### src/rtl/instr_packer_pkg.sv
// instr_pkg: shared state, format, error-code and opcode constants for instr_packer
package instr_pkg;
  typedef enum logic [1:0] {S_IDLE, S_WRITE, S_DONE, S_ERROR} state_t;
  localparam logic FMT_B = 1'b0;
  localparam logic FMT_I = 1'b1;
  localparam logic [1:0] ERR_NONE = 2'd0;
  localparam logic [1:0] ERR_I    = 2'd1;
  localparam logic [1:0] ERR_B    = 2'd2;
  localparam logic [1:0] ERR_OVF  = 2'd3;
  localparam logic [6:0] OP_IMM = 7'b0010011;
  localparam logic [6:0] BRANCH = 7'b1100011;
endpackage

### src/rtl/instr_packer_if.sv
// instr_packer_if: field-bundle handshake, memory write port and status of instr_packer
interface instr_packer_if #(parameter int ADDR_WIDTH = 8);
  logic                  restart;
  logic                  in_valid;
  logic                  in_ready;
  logic                  in_fmt;
  logic [6:0]            in_opcode;
  logic [2:0]            in_funct3;
  logic [4:0]            in_rs1;
  logic [4:0]            in_rd;
  logic [31:0]           in_imm;
  logic                  in_last;
  logic                  mem_we;
  logic [ADDR_WIDTH-1:0] mem_addr;
  logic [31:0]           mem_wdata;
  logic [ADDR_WIDTH:0]   count;
  logic                  done;
  logic                  err;
  logic [1:0]            err_code;
  modport master (
    output restart, in_valid, in_fmt, in_opcode, in_funct3, in_rs1, in_rd, in_imm, in_last,
    input  in_ready, mem_we, mem_addr, mem_wdata, count, done, err, err_code
  );
  modport slave (
    input  restart, in_valid, in_fmt, in_opcode, in_funct3, in_rs1, in_rd, in_imm, in_last,
    output in_ready, mem_we, mem_addr, mem_wdata, count, done, err, err_code
  );
endinterface

### src/rtl/instr_packer_imm_pack.sv
// imm_pack: places the immediate into I-type or branch-layout bit positions and range-checks it
module imm_pack import instr_pkg::*; (
  input  logic        i_fmt,
  input  logic [6:0]  i_opcode,
  input  logic [2:0]  i_funct3,
  input  logic [4:0]  i_rs1,
  input  logic [4:0]  i_rd,
  input  logic [31:0] i_imm,
  output logic [31:0] o_word,
  output logic [1:0]  o_code
);
  logic w_i_ok, w_b_ok;
  assign w_i_ok = &i_imm[31:11] | ~|i_imm[31:11];
  assign w_b_ok = (&i_imm[31:12] | ~|i_imm[31:12]) & ~i_imm[0];
  assign o_word = (i_fmt == FMT_I) ? {i_imm[11:0], i_rs1, i_funct3, i_rd, i_opcode}
                                   : {i_imm[12], i_imm[10:5], i_rd, i_rs1, i_funct3, i_imm[4:1], i_imm[11], i_opcode};
  assign o_code = (i_fmt == FMT_I) ? (w_i_ok ? ERR_NONE : ERR_I) : (w_b_ok ? ERR_NONE : ERR_B);
endmodule

### src/rtl/instr_packer.sv
// instr_packer: accepts decoded fields, packs them into instruction words and writes them sequentially to memory
module instr_packer import instr_pkg::*; #(
  parameter int WIDTH      = 32,
  parameter int ADDR_WIDTH = 8,
  parameter int BASE_ADDR  = 0
) (
  input logic           clk,
  input logic           rst,
  instr_packer_if.slave bus
);
  state_t                r_state, w_next;
  logic [WIDTH-1:0]      r_word, w_word;
  logic [ADDR_WIDTH-1:0] r_ptr;
  logic [ADDR_WIDTH:0]   r_count;
  logic [1:0]            r_err_code, w_pack_code, w_code;
  logic                  r_last, w_accept;
  imm_pack u_pack (
    .i_fmt(bus.in_fmt), .i_opcode(bus.in_opcode), .i_funct3(bus.in_funct3),
    .i_rs1(bus.in_rs1), .i_rd(bus.in_rd), .i_imm(bus.in_imm),
    .o_word(w_word), .o_code(w_pack_code)
  );
  // overflow is judged on the word count, since the pointer wraps silently
  assign w_code   = r_count[ADDR_WIDTH] ? ERR_OVF : w_pack_code;
  assign w_accept = bus.in_valid && bus.in_ready && !bus.restart;
  always_comb begin
    w_next = bus.restart ? S_IDLE
           : w_accept ? ((w_code != ERR_NONE) ? S_ERROR : S_WRITE)
           : (r_state == S_WRITE) ? (r_last ? S_DONE : S_IDLE)
           : r_state;
  end
  always_ff @(posedge clk) begin
    if (rst) r_state <= S_IDLE;
    else     r_state <= w_next;
  end
  always_ff @(posedge clk) begin
    if (rst) begin
      r_ptr      <= ADDR_WIDTH'(BASE_ADDR);
      r_count    <= '0;
      r_word     <= '0;
      r_last     <= 1'b0;
      r_err_code <= ERR_NONE;
    end else if (bus.restart) begin
      r_ptr      <= ADDR_WIDTH'(BASE_ADDR);
      r_count    <= '0;
      r_err_code <= ERR_NONE;
    end else begin
      if (w_accept && w_code == ERR_NONE) begin
        r_word <= w_word;
        r_last <= bus.in_last;
      end
      if (w_accept) r_err_code <= w_code;
      if (r_state == S_WRITE) begin
        r_ptr   <= r_ptr + 1'b1;
        r_count <= r_count + 1'b1;
      end
    end
  end
  assign bus.in_ready  = (r_state == S_IDLE) && !rst;
  assign bus.mem_we    = (r_state == S_WRITE) && !bus.restart && !rst;
  assign bus.mem_addr  = r_ptr;
  assign bus.mem_wdata = r_word;
  assign bus.count     = r_count;
  assign bus.done      = (r_state == S_DONE);
  assign bus.err       = (r_state == S_ERROR);
  assign bus.err_code  = r_err_code;
endmodule

### src/flat_wrapper.sv
// flat-port wrapper written by rule: the top's interface ports become plain ports
module instr_packer_flat import instr_pkg::*;
#(
  parameter int WIDTH      = 32,
  parameter int ADDR_WIDTH = 8,
  parameter int BASE_ADDR  = 0
)
  (clk, rst, bus_restart, bus_in_valid, bus_in_fmt, bus_in_opcode, bus_in_funct3, bus_in_rs1, bus_in_rd, bus_in_imm, bus_in_last, bus_in_ready, bus_mem_we, bus_mem_addr, bus_mem_wdata, bus_count, bus_done, bus_err, bus_err_code);
  instr_packer_if #(.ADDR_WIDTH(ADDR_WIDTH)) bus_i ();
  input logic clk;
  input logic rst;
  input wire logic [$bits(bus_i.restart)-1:0] bus_restart;
  input wire logic [$bits(bus_i.in_valid)-1:0] bus_in_valid;
  input wire logic [$bits(bus_i.in_fmt)-1:0] bus_in_fmt;
  input wire logic [$bits(bus_i.in_opcode)-1:0] bus_in_opcode;
  input wire logic [$bits(bus_i.in_funct3)-1:0] bus_in_funct3;
  input wire logic [$bits(bus_i.in_rs1)-1:0] bus_in_rs1;
  input wire logic [$bits(bus_i.in_rd)-1:0] bus_in_rd;
  input wire logic [$bits(bus_i.in_imm)-1:0] bus_in_imm;
  input wire logic [$bits(bus_i.in_last)-1:0] bus_in_last;
  output wire logic [$bits(bus_i.in_ready)-1:0] bus_in_ready;
  output wire logic [$bits(bus_i.mem_we)-1:0] bus_mem_we;
  output wire logic [$bits(bus_i.mem_addr)-1:0] bus_mem_addr;
  output wire logic [$bits(bus_i.mem_wdata)-1:0] bus_mem_wdata;
  output wire logic [$bits(bus_i.count)-1:0] bus_count;
  output wire logic [$bits(bus_i.done)-1:0] bus_done;
  output wire logic [$bits(bus_i.err)-1:0] bus_err;
  output wire logic [$bits(bus_i.err_code)-1:0] bus_err_code;
  assign bus_i.restart = bus_restart;
  assign bus_i.in_valid = bus_in_valid;
  assign bus_i.in_fmt = bus_in_fmt;
  assign bus_i.in_opcode = bus_in_opcode;
  assign bus_i.in_funct3 = bus_in_funct3;
  assign bus_i.in_rs1 = bus_in_rs1;
  assign bus_i.in_rd = bus_in_rd;
  assign bus_i.in_imm = bus_in_imm;
  assign bus_i.in_last = bus_in_last;
  assign bus_in_ready = bus_i.in_ready;
  assign bus_mem_we = bus_i.mem_we;
  assign bus_mem_addr = bus_i.mem_addr;
  assign bus_mem_wdata = bus_i.mem_wdata;
  assign bus_count = bus_i.count;
  assign bus_done = bus_i.done;
  assign bus_err = bus_i.err;
  assign bus_err_code = bus_i.err_code;
  instr_packer #(.WIDTH(WIDTH), .ADDR_WIDTH(ADDR_WIDTH), .BASE_ADDR(BASE_ADDR)) u_core (.clk(clk), .rst(rst), .bus(bus_i));
endmodule
### config.mk
export PLATFORM = sky130hd
export DESIGN_NAME = instr_packer_flat
export DESIGN_NICKNAME = d
export VERILOG_FILES = /design/src/rtl/instr_packer_pkg.sv /design/src/rtl/instr_packer_if.sv /design/src/rtl/instr_packer_imm_pack.sv /design/src/rtl/instr_packer.sv /design/src/flat_wrapper.sv
export SDC_FILE = /design/constraint.sdc
export NUM_CORES = 1
export LEC_CHECK = 0
export ABC_AREA = 1
export BUFFER_PORTS_ARGS = -buffer_cell sky130_fd_sc_hd__buf_2
export CAP_MARGIN = 25
export CORE_MARGIN = 4
export CORE_UTILIZATION = 40
export CTS_CLUSTER_DIAMETER = 60
export DETAILED_ROUTE_END_ITERATION = 7
export GPL_TIMING_DRIVEN = 0
export PLACE_DENSITY = 0.78
export SLEW_MARGIN = 20
export SYNTH_ARGS = -nofsm -noshare
export SYNTH_HDL_FRONTEND = slang
export SYNTH_SLANG_ARGS = --single-unit
### constraint.sdc
create_clock -name clk -period 4 [get_ports clk]
set_input_delay 0.4 -clock clk [delete_from_list [all_inputs] [get_ports clk]]
set_output_delay 0.4 -clock clk [all_outputs]
set_load 0.01 [all_outputs]
; Word level (Yosys, flattened, before mapping)
; Cells that the tools add are included.
[word_totals]
inputBits = 58
elab_cells = 45
output_inout_bits = 55
register_bits = 54
[op_classes]
n_eq_ne = 3
reduce_logical = 20
n_mux = 9
n_addsub = 2
n_bitwise = 5
[ops]
columns = cell, n
row1 = $mux 32, 1
row2 = $reduce_and 21->1, 1
row3 = $reduce_or 21->1, 1
row4 = $reduce_and 20->1, 1
row5 = $reduce_or 20->1, 1
row6 = $mux 2, 7
row7 = $add 9x1->9 const B, 1
row8 = $add 8x1->8 const B, 1
row9 = $logic_and 1x1->1, 6
row10 = $eq 2x2->1 const B, 2
row11 = $logic_not 1->1, 4
row12 = $logic_not 2->1, 2
row13 = $reduce_bool 2->1, 2
row14 = $eq 2x1->1 const B, 1
row15 = $not 1->1, 2
row16 = $or 1x1->1, 2
row17 = $reduce_and 2->1, 1
row18 = $reduce_or 2->1, 1
row19 = $and 1x1->1, 1
row20 = $mux 1, 1

; Logic depth before layout (Yosys ltp)
; Gate-level depths: netlist of the first run.
[logic_depth]
depth_word = 10
mapped_depth = 13
mapped_depth_nobuf = 12

; By module
; A second synthesis of the first run with hierarchy kept.
[unflattened]
hier_cells = 460
area_unflattened_um2 = 2861.5
[modules_own_cells]
columns = module, seq_area_each_um2, instances, area_each_um2, cells_per_inst
row1 = instr_packer, 1081.0, 1, 2351.0, 354
row2 = imm_pack, 0.0, 1, 510.5, 106

; Least setup slack after synthesis of the first run
; Ideal clock, no wire load.
[synth_timing]
path_type = input -> register
startpoint = in rst
endpoint = reg u_core.r_word[20], in the netlist u_core.bus.mem_wdata[20]
n_path_buf = 2
slack_ps = 2379
arrival_time_ps = 1509
stages = 10
setup_ps = 112
path_cell_list = nor3_2 nand3b_2 nor2_2 nand2_1 nor2_2 nand2_1 buf_6 buf_6 nor2_2 nor2_1
[synth_via]
elab_chain_len = 6
[synth_lines]
columns = item, line
row1 = start: declaration, flat_wrapper.sv:11  ; input logic rst;
row2 = $logic_not 1->1, instr_packer.sv:58  ; assign bus.in_ready = (r_state == S_IDLE) && !rst;
row3 = $logic_and 1x1->1, instr_packer.sv:58
row4 = $logic_and 1x1->1 (2 in a row), instr_packer.sv:24  ; assign w_accept = bus.in_valid && bus.in_ready && !bus.restart;
row5 = $logic_and 1x1->1, instr_packer.sv:47  ; if (w_accept && w_code == ERR_NONE) begin
row6 = $reduce_and 2->1 (no line), -
row7 = end signal: assignment, instr_packer.sv:48  ; r_word <= w_word;
row8 = end: declaration, instr_packer.sv:12  ; logic [WIDTH-1:0] r_word, w_word;
; Several ways; a longest one is shown, not always the timed one.
; A chain may end at the register's enable or synchronous reset.

; Worst setup path in the final report of the first run
[layout_timing]
startpoint = reg u_core.r_state[0]
endpoint = reg u_core.r_last
[layout_via]
elab_chain_len = 6
[layout_lines]
columns = item, line
row1 = start: declaration, instr_packer.sv:11  ; state_t r_state, w_next;
row2 = start signal: assignment, instr_packer.sv:33  ; else r_state <= w_next;
row3 = $logic_not 2->1, instr_packer.sv:58
row4 = $logic_and 1x1->1, instr_packer.sv:58
row5 = $logic_and 1x1->1 (2 in a row), instr_packer.sv:24
row6 = $logic_and 1x1->1, instr_packer.sv:47
row7 = $reduce_and 2->1 (no line), -
row8 = end signal: assignment, instr_packer.sv:49  ; r_last <= bus.in_last;
row9 = end: declaration, instr_packer.sv:16  ; logic r_last, w_accept;
; No other way between the ends.

==> impl_results.md, run 1 <==
- Status: finished, final reports clean
- Cell Pwr Density: 287.1 nW/µm²
- Clk Latency, worst-skew pair: 310 ps
- Clock transition at path regs: 100 ps
- # DRC: 0
- Max Slew Vio Count: 0
- # diodes: 0
- Worst setup EP type: register
- Worst Path Buf+Inv: 2
- Fin crit share: 43.45%
- Post-synthesis sequential area ratio: 40.75%
- Non-filler cells, final: 604
- Most common cell on crit path: nor2_2
- Yosys top cell area share: 40.75%
- Synth async-reset ratio: 0%
- Startpoint of the worst register-to-register path: u_core.r_state[0]$_SDFFE_PP0P_
- Dominant cell type by area after synthesis: dfxtp_1
- Count leader, synth: nand2_1
- Initial core utilization: 41.54%
- Worst Hold Class: input port to register
- Share of cells above drive strength 1: 31.12%
- Tmin final: 1738 ps
- Crit path max fanout: 10
- Hpwl dp: 5103 µm
- Detail Route Antenna Nets: 0
- Synth Flop Type: dfxtp_1
- Final hold vios: 0
- Initial detailed-routing violation count: 55
- Worst Reg-to-Reg Cells: 10
- First drt pass iteration count: 6
- Ports: 113
- Worst Hold Depth: 3
- Total CTS buffers: 5
- Ys Warns: 0
- Layout Utilization: 53.25%
- DIE WIDTH: 89.44 µm
- Leak pwr: 1.873 nW
- CP Launch Point: u_core.r_state[0]$_SDFFE_PP0P_
- Critical path class: register to register
- Drt wl/cell: 10.52 µm
- Core Region: 6386 µm²
- Dominant cells by area after synthesis: dfxtp_1 41%, nand2_1 17%, nor2_1 9.9%
- Setup TNS: 0 ps
- Synth Instances: 407
- Clock root buffer master: clkbuf_8
- Hold Path End: u_core.bus.mem_wdata[27]$_SDFFE_PP0P_
- Worst path cell trace: nor3_2 -> nand3b_2 -> nor2_2 -> nand2_1 -> nor2_2 -> nand2_1 -> buf_6 -> buf_6 -> nor2_2 -> nor2_1
- Max Freq: 575.3 MHz
- Initial antenna violation count: 0
- Critical Path RT: 4200 ps
- Vias in the first global route: 2,488
- NumNets Final: 586
- CTS max path bufs: 2
- Startpoint types: register
- Row cnt: 29
- GP Congestion: 0.8213
- CTS tree: done
- Total number of vias: 2,729
- CP max stage delay: 360 ps
- Yosys cell types: 22
- Total grt overflow: 0
- Cells after DPL: 596
- Peak VDD IR: 0.2071 mV
- CP max stage cell: dfxtp_1
- Post-synth EDFFs: 0
- Die Y: 89.44 µm
- Synth Cell Area: 2653 µm²
- RR Endpoint: u_core.r_last$_SDFFE_PP0P_
- Hold Path Origin: bus_in_imm[7]
- Post-synth net total: 467
- Filler instances: 627
- Total wire length: 6356 µm
- Largest net degree at the start of global routing: 16
- Final setup fails: 0
- Unrepaired setup endpoints after global routing: false
- CTS resizes: 0
- Slew @ Worst Pin: 489.9 ps
- Input/output buffers: 112
- Number of synthesized register bits: 54
- Synth top cells by count: 122 x nand2_1, 70 x nor2_1, 58 x inv_1
- Gr usage total: 16.01%
- Worst EP arrival: 1940 ps
- CTS Sinks: 54
- Top delay family on crit path: simple AND/OR/NAND/NOR gates
- Synth-to-layout area growth: 28.21%
- Post-route cell area: 3401 µm²
- Global-route wire length before repair: 10,140 µm
- Hold Buf Count CTS: 0
- Post-CTS setup buffer count: 0
- Worst clock skew: 10.22 ps
- Die ar.: 7999 µm²
- Slew HR: 67.34%
- Worst R2R Setup Slack: 2260 ps
- Max cap viols: 0
- H-tree levels: 2
- Synth Area per Inst: 6.517 µm²
- Vias per cell: 4.518
- Area after DPL: 3309 µm²
## power breakdown
part,internal (mW),switching [mW]
Clock,0.140,0.171
Sequential,0.547,0.00509
Combinational,0.0478,0.0651
Total,0.735,0.242
## layout make-up
class	instances	area, µm²	share of cell area, %
buffer	14	87.58	2.575
timing repair buffer	112	560.5	16.48
inverter	58	217.7	6.402
clock inverter	1	5.005	0.1472
clock buffer	7	86.33	2.539
tap	77	96.34	2.833
sequential	54	1081	31.79
multi-input combinational	281	1266	37.23
## worst min-delay path, stage by stage
cell and delay (ps):
buf_2 80, nor2_2 30, nor2_1 80
## worst max path at each step
stage                                                  endpoint  cells after the start
after floorplan           u_core.bus.mem_wdata[20]$_SDFFE_PP0P_                     10
after global placement     u_core.bus.mem_wdata[9]$_SDFFE_PP0P_                     11
after detailed placement  u_core.bus.mem_wdata[14]$_SDFFE_PP0P_                     11
after CTS                            u_core.r_last$_SDFFE_PP0P_                     10
after global routing           u_core.bus.count[8]$_SDFFE_PP0N_                      9
final                                u_core.r_last$_SDFFE_PP0P_                     10
## per-stage QoR
step                hold slack, ps  power [mW]  worst slack (ps)
CTS                          304.2      0.9916              2270
global route                 319.2       1.027              2075
global placement             471.8      0.6753              2185
floorplan                    489.5      0.6219              2379
finish                       313.9      0.9763              2262
detailed placement           490.2      0.6780              2173
## placed cells by master, fill, tap and decap left out
cell type  netlist  final
nand2_1        122    122
buf_2            4    116
nor2_1          70     70
inv_1           58     58
dfxtp_1         54     54
nor2_2          33     33
o21ai_0         20     20
a21oi_1          9      9
clkbuf_1         6      7
nor3_1           7      7
clkbuf_8         0      6
buf_6            4      4
nor3b_1          4      4
nand3_1          3      3
nor3_2           2      2
xor2_1           2      2
a31oi_1          2      2
ha_1             2      2
and2_0           1      1
o21bai_1         1      1
nand3b_2         1      1
or2_2            1      1
o21a_1           1      1
clkinv_2         0      1
## state kept, by name, summed over array words and instances (netlist names)
signal	cells
u_core.bus.mem_wdata	32
u_core.bus.count	9
u_core.bus.mem_addr	8
u_core.bus.err_code	2
u_core.r_state	2
u_core.r_last	1
## cell families (layout without fill, tap and decap cells)
group	Yosys count	after routing	share of synthesized area [%]
and+or+nand+nor	244	244	39.62
xor gates and xnor gates	2	2	0.6605
adders and majority gates	2	2	0.9432
DFF	54	54	40.75
AOI/OAI and AO/OA	33	33	6.510
buffers and inverters	72	192	11.51
## per-layer routing
layer | GRT usage (%) | up-vias | part of all wire [%]
met3 | 3.410 | 13 | 6.9
li1 | - | 1444 | -
met1 | 18.45 | 1198 | 44
met5 | 0 | - | 0
met4 | 7.578 | 0 | 1.8
met2 | 28.06 | 74 | 48
Power figures use the tool's default switching activity.
==> run 2, diff against run 1 <==
- ABC_AREA: 1 -> 0
- PLACE_DENSITY: 0.78 -> 0.81
- clock period: 4 -> 1.4 ns (I/O delays scaled with it)
==> impl_results.md, run 2 <==
- Input/output buffers: 111 (was 112)
- Vias per cell: 4.975 (was 4.518)
- Tot Pwr: 2.896 mW (was 0.9763 mW)
- Initial core utilization: 41.54% (unchanged)
- Global-route wire length before repair: 10,600 µm (was 10,140 µm)
- H-tree levels: 2 (unchanged)
- Detail Route Antenna Nets: 0 (unchanged)
- First drt pass iteration count: 4 (was 6)
- Fin crit share: 148.2% (was 43.45%)
- Count leader, synth: dfxtp_1 (was nand2_1)
- Critical Path RT: 1600 ps (was 4200 ps)
- CTS tree: done (unchanged)
- Clk Latency, worst-skew pair: 300 ps (was 310 ps)
- Area after DPL: 3309 µm² (unchanged)
- Synth-to-layout area growth: 35.90% (was 28.21%)
- Worst setup EP type: register (unchanged)
- Synth Cell Area: 2653 µm² (unchanged)
- DIE WIDTH: 89.44 µm (unchanged)
- Layout Utilization: 56.45% (was 53.25%)
- Clock root buffer master: clkbuf_8 (unchanged)
- Slew HR: 57.26% (was 67.34%)
- Max cap viols: 0 (unchanged)
- Synth Area per Inst: 9.611 µm² (was 6.517 µm²)
- CTS Sinks: 54 (unchanged)
- Largest net degree at the start of global routing: 16 (unchanged)
- Initial detailed-routing violation count: 57 (was 55)
- Cell Pwr Density: 803.5 nW/µm² (was 287.1 nW/µm²)
- Final worst-path setup slack: -675.3 ps (was 2262 ps)
- Share of cells above drive strength 1: 39.31% (was 31.12%)
- Worst clock skew: 14.09 ps (was 10.22 ps)
- Total number of vias: 2,408 (was 2,729)
- Reg area: 1086 µm² (was 1081 µm²)
- Gr usage total: 16.63% (was 16.01%)
- Failing checks: setup timing
- Dominant cells by area after synthesis: dfxtp_1 41%, mux2i_1 13%, nand2b_1 10% (was dfxtp_1 41%, nand2_1 17%, nor2_1 9.9%)
- Unrepaired setup endpoints after global routing: true (was false)
- Post-route cell area: 3605 µm² (was 3401 µm²)
- Post-synthesis sequential area ratio: 40.75% (unchanged)
- CTS max path bufs: 2 (unchanged)
- Top delay family on crit path: simple AND/OR/NAND/NOR gates (unchanged)
- Core Region: 6386 µm² (unchanged)
- Synth top cells by count: 54 x dfxtp_1, 44 x nand2b_1, 35 x mux2i_1 (was 122 x nand2_1, 70 x nor2_1, 58 x inv_1)
- Total CTS buffers: 5 (unchanged)
- Tmin final: 2075 ps (was 1738 ps)
- Post-synth EDFFs: 0 (unchanged)
- Slew @ Worst Pin: 641.1 ps (was 489.9 ps)
- Worst path cell trace: or4b_4 -> nor3_4 -> o21ai_2 -> a311o_1 -> buf_6 -> mux2_4 (was nor3_2 -> nand3b_2 -> nor2_2 -> nand2_1 -> nor2_2 -> nand2_1 -> buf_6 -> buf_6 -> nor2_2 -> nor2_1)
- Ys Warns: 0 (unchanged)
- Worst Path Buf+Inv: 1 (was 2)
- # DRC: 0 (unchanged)
- Die ar.: 7999 µm² (unchanged)
- Initial antenna violation count: 0 (unchanged)
- Max Freq: 481.9 MHz (was 575.3 MHz)
- Status: complete, but fails checks (was finished, final reports clean)
- Most frequent cells in the layout: 111 x buf_2, 52 x dfxtp_1, 44 x nand2b_1 (was 122 x nand2_1, 116 x buf_2, 70 x nor2_1)
- Filler instances: 592 (was 627)
- Die Y: 89.44 µm (unchanged)
- Multi-input gate area: 1503 µm² (was 1266 µm²)
- Ports: 113 (unchanged)
- Max Slew Vio Count: 0 (unchanged)
- Row cnt: 29 (unchanged)
- DP Worst Slack: -826.6 ps (was 2173 ps)
- Setup TNS: -22,710 ps (was 0 ps)
- Startpoint types: register (unchanged)
- Synth async-reset ratio: 0% (unchanged)
- NumNets Final: 467 (was 586)
- Total wire length: 6685 µm (was 6356 µm)
- # diodes: 0 (unchanged)
- Yosys top cell area share: 40.75% (unchanged)
- Synth Instances: 276 (was 407)
- Post-synth net total: 336 (was 467)
- Clock transition at path regs: 100 ps (about the same)
- Crit path max fanout: 10 (unchanged)
- Max reg flops: 32 (unchanged)
- Synth Flop Type: dfxtp_1 (unchanged)
- Worst Hold Class: input port to register (unchanged)
- Critical path class: register to register (unchanged)
- Vias in the first global route: 2,405 (was 2,488)
- Commonest non-fill, non-tap cell in the layout: buf_2 (was nand2_1)
- Worst EP arrival: 2270 ps (was 1940 ps)
- Number of synthesized register bits: 54 (unchanged)
- CP max stage delay: 550 ps (was 360 ps)
- Yosys cell types: 34 (was 22)
- Final hold vios: 0 (unchanged)
- GP Congestion: 0.7681 (was 0.8213)
- Final setup fails: 45 (was 0)
- Drt wl/cell: 13.81 µm (was 10.52 µm)
- Peak VDD IR: 0.4530 mV (was 0.2071 mV)
- Leak pwr: 1.642 nW (was 1.873 nW)
- Dominant cell type by area after synthesis: dfxtp_1 (unchanged)
- Total grt overflow: 0 (unchanged)
- Hpwl dp: 4971 µm (was 5103 µm)
- CP max stage cell: or4b_4 (was dfxtp_1)
[run 2: per-layer routing]
layer | up-vias | global-route usage (%) | part of all wire (%)
met4 | 0 | 4.601 | 1.1
li1 | 1204 | - | -
met2 | 74 | 30.01 | 49
met5 | - | 0 | 0
met3 | 6 | 2.673 | 6.2
met1 | 1124 | 20.30 | 43
[run 2: metrics by stage]
stage / hold WS, ps / cells
CTS: 88.11 / 484
floorplan: 295.3 / 276
finish: 97.87 / 484
detailed placement: 412.2 / 464
global route: 94.30 / 484
global placement: 402.6 / 464
[run 2: kinds of logic after synthesis]
group	Yosys count	share of synthesized area (%)
AOI/OAI and AO/OA	18	5.236
xor gates and xnor gates	11	3.632
buffers and inverters	20	3.679
muxes	46	19.29
and+or+nand+nor	125	26.46
DFF	54	40.75
adders and majority gates	2	0.9432
[run 2: worst paths after layout]
check,endpoint,slack (ps),from,depth (start not counted)
setup reg to reg,u_core.bus.mem_wdata[9]$_SDFFE_PP0P_,-680,u_core.r_state[0]$_SDFFE_PP0P_,6
hold reg to reg,u_core.bus.err_code[0]$_SDFFE_PP0P_,480,u_core.bus.err_code[0]$_SDFFE_PP0P_,2
setup / recovery,u_core.bus.mem_wdata[9]$_SDFFE_PP0P_,-680,u_core.r_state[0]$_SDFFE_PP0P_,6
hold / removal,u_core.bus.mem_wdata[1]$_SDFFE_PP0P_,100,bus_in_opcode[1],3
[run 2: worst reg2reg max path: cells and delay by family (launching register included)]
kind,cells,cell delay (ps)
AOI/OAI and AO/OA,2,430
and+or+nand+nor,2,700
buffers and inverters,1,170
muxes,1,300
DFF,1,360
[run 2: power breakdown]
part	internal [mW]	leakage [nW]	switching, mW
Combinational	0.140	1.15	0.141
Sequential	1.54	0.436	0.00456
Clock	0.573	0.0573	0.499
[run 2: what timing repair did]
item,in CTS,in global routing
resized for setup,16,6
pin swaps,2,0
gates cloned,2,0
hold buffers,0,0
endpoints found under the setup margin,40,50
buffers inserted,11,1
hold endpoints to repair,0,0
[run 2: area by class of cell]
class	instances	area share [%]
plain buffers	15	2.881
flip-flops and latches	54	30.13
multi-input cells	202	41.69
clock inverters	1	0.8330
inverters	5	0.5207
well taps	77	2.673
repair buffers	124	18.99
clock buffers	6	2.291
==> run 3, diff against run 2 <==
- CAP_MARGIN: 25 -> not set
- SKIP_CTS_REPAIR_TIMING: not set -> 1
==> impl_results.md, run 3 (same netlist as run 2, synthesis figures left out) <==
- Status: complete, but fails checks (unchanged)
- Failing checks: setup timing (unchanged)
- Row cnt: 29 (unchanged)
- Unrepaired setup endpoints after global routing: true (unchanged)
- Slew @ Worst Pin: 632.9 ps (was 641.1 ps)
- Worst EP arrival: 2330 ps (was 2270 ps)
- Initial antenna violation count: 0 (unchanged)
- Psw: 0.6404 mW (was 0.6441 mW)
- Hpwl dp: 4971 µm (unchanged)
- Final hold vios: 0 (unchanged)
- Core Region: 6386 µm² (unchanged)
- Sw frac: 22.16% (was 22.24%)
- GP Congestion: 0.7681 (unchanged)
- Ports: 113 (unchanged)
- Crit path max fanout: 10 (unchanged)
- Total grt overflow: 0 (unchanged)
- Fin crit share: 152.9% (was 148.2%)
- Worst Hold Class: input port to register (unchanged)
- Worst path cell trace: or4b_4 -> nor3_4 -> o21ai_2 -> a311o_1 -> buf_6 -> mux2_4 (unchanged)
- Die ar.: 7999 µm² (unchanged)
- Multi-input gate area: 1519 µm² (was 1503 µm²)
- Max Freq: 467.3 MHz (was 481.9 MHz)
- # diodes: 0 (unchanged)
- Final setup fails: 48 (was 45)
- Cell Pwr Density: 804.0 nW/µm² (was 803.5 nW/µm²)
- Critical Path RT: 1590 ps (was 1600 ps)
- Startpoint types: register (unchanged)
- Tmin final: 2140 ps (was 2075 ps)
- Largest net degree at the start of global routing: 16 (unchanged)
- CP max stage delay: 570 ps (was 550 ps)
- Vias in the first global route: 2,288 (was 2,405)
- Leak pwr: 1.629 nW (was 1.642 nW)
- First drt pass iteration count: 4 (unchanged)
- Worst setup EP type: register (unchanged)
- Total CTS buffers: 5 (unchanged)
- Area after DPL: 3309 µm² (unchanged)
- DIE WIDTH: 89.44 µm (unchanged)
- Most frequent cells in the layout: 111 x buf_2, 52 x dfxtp_1, 44 x nand2b_1 (unchanged)
- Clock root buffer master: clkbuf_8 (unchanged)
- CTS Sinks: 54 (unchanged)
- Clk Latency, worst-skew pair: 300 ps (about the same)
- Comb power frac: 9.5% (was 9.7%)
- Filler instances: 587 (was 592)
- Detail Route Antenna Nets: 0 (unchanged)
- Initial detailed-routing violation count: 43 (was 57)
- Critical path class: register to register (unchanged)
- CTS tree: done (unchanged)
- Final worst-path setup slack: -739.9 ps (was -675.3 ps)
- Drt wl/cell: 13.65 µm (was 13.81 µm)
- Die Y: 89.44 µm (unchanged)
- Slew HR: 57.80% (was 57.26%)
- Commonest non-fill, non-tap cell in the layout: buf_2 (unchanged)
- Input/output buffers: 111 (unchanged)
- NumNets Final: 464 (was 467)
- Flop pwr share: 53.4% (was 53.3%)
- Setup TNS: -25,180 ps (was -22,710 ps)
- Max reg flops: 32 (unchanged)
- Gr usage total: 15.38% (was 16.63%)
- # DRC: 0 (unchanged)
- Total number of vias: 2,385 (was 2,408)
- CTS max path bufs: 2 (unchanged)
- Vias per cell: 4.958 (was 4.975)
- Max cap viols: 0 (unchanged)
- Synth-to-layout area growth: 35.52% (was 35.90%)
- Pint: 2.250 mW (was 2.252 mW)
- Clk pwr share: 37.1% (was 37.0%)
- Max Slew Vio Count: 0 (unchanged)
- Share of cells above drive strength 1: 40.10% (was 39.31%)
- Total wire length: 6565 µm (was 6685 µm)
- Worst clock skew: 12.05 ps (was 14.09 ps)
- Reg area: 1086 µm² (unchanged)
- Initial core utilization: 41.54% (unchanged)
- CP max stage cell: or4b_4 (unchanged)
- Peak VDD IR: 0.4556 mV (was 0.4530 mV)
- Clock transition at path regs: 100 ps (about the same)
- Post-route cell area: 3595 µm² (was 3605 µm²)
- H-tree levels: 2 (unchanged)
- Global-route wire length before repair: 9832 µm (was 10,600 µm)
-- run 3: cell count changes in the layout (fill, tap and decap cells not counted), moves of 2 or more --
cell / previous run / this run
nand2_1: 11 / 7
nand2_2: 0 / 4
buf_4: 9 / 6
a221oi_1: 0 / 2
a221oi_2: 2 / 0
-- run 3: critical path, delay by kind of cell (launching register included) --
kind	cells	cell delay [ps]
muxes	1	300
buffers and inverters	1	180
and+or+nand+nor	2	740
AOI/OAI and AO/OA	2	430
DFF	1	370
-- run 3: worst paths after layout --
kind                                                         endpoint  depth (start not counted)                             startpoint  slack (ps)
worst max-delay path             u_core.bus.mem_wdata[9]$_SDFFE_PP0P_                          6         u_core.r_state[0]$_SDFFE_PP0P_        -740
worst min-delay path             u_core.bus.mem_wdata[1]$_SDFFE_PP0P_                          3                       bus_in_opcode[1]          90
worst min register to register  u_core.bus.mem_wdata[12]$_SDFFE_PP0P_                          2  u_core.bus.mem_wdata[12]$_SDFFE_PP0P_         480
worst max register to register   u_core.bus.mem_wdata[9]$_SDFFE_PP0P_                          6         u_core.r_state[0]$_SDFFE_PP0P_        -740
-- run 3: cell type report --
cell class	count	area share (%)
Multi-Input combinational cell	202	42.26
Sequential cell	54	30.21
Timing Repair Buffer	121	18.34
Buffer	15	2.854
Tap cell	77	2.680
Clock buffer	6	2.297
Clock inverter	1	0.8354
Inverter	5	0.5221
-- run 3: per-stage QoR --
| step | power, mW | util, % | hold WS, ps | cells | setup WS, ps |
|---|---|---|---|---|---|
| finish | 2.890 | 56.29 | 94.45 | 481 | -739.9 |
| global route | 3.009 | 56.29 | 95.36 | 481 | -798.5 |
| CTS | 2.912 | 53.59 | 88.11 | 471 | -854.0 |
| detailed placement | 1.844 | 51.82 | 412.2 | 464 | -826.6 |
| global placement | 1.837 | 51.82 | 402.6 | 464 | -771.3 |
| floorplan | 1.711 | - | 295.3 | 276 | -631.5 |
-- run 3: per-layer routing --
| metal | track usage [%] | up-vias | wire length, µm |
|---|---|---|---|
| li1 | - | 1196 | - |
| met2 | 27.66 | 76 | 3217 |
| met4 | 4.465 | 0 | 105 |
| met5 | 0 | - | 0 |
| met1 | 18.64 | 1105 | 2786 |
| met3 | 2.673 | 8 | 455 |
-- run 3: power by group through the flow --
| stage | Clock [mW] | Combinational (mW) | Sequential (mW) |
|---|---|---|---|
| 3_3_place_gp | 0 | 0.257 | 1.58 |
| 3_5_place_dp | 0 | 0.263 | 1.58 |
| 2_1_floorplan | 0 | 0.130 | 1.58 |
| 6_report | 1.07 | 0.275 | 1.54 |
| 5_1_grt | 1.16 | 0.305 | 1.55 |
| 4_1_cts | 1.10 | 0.264 | 1.55 |
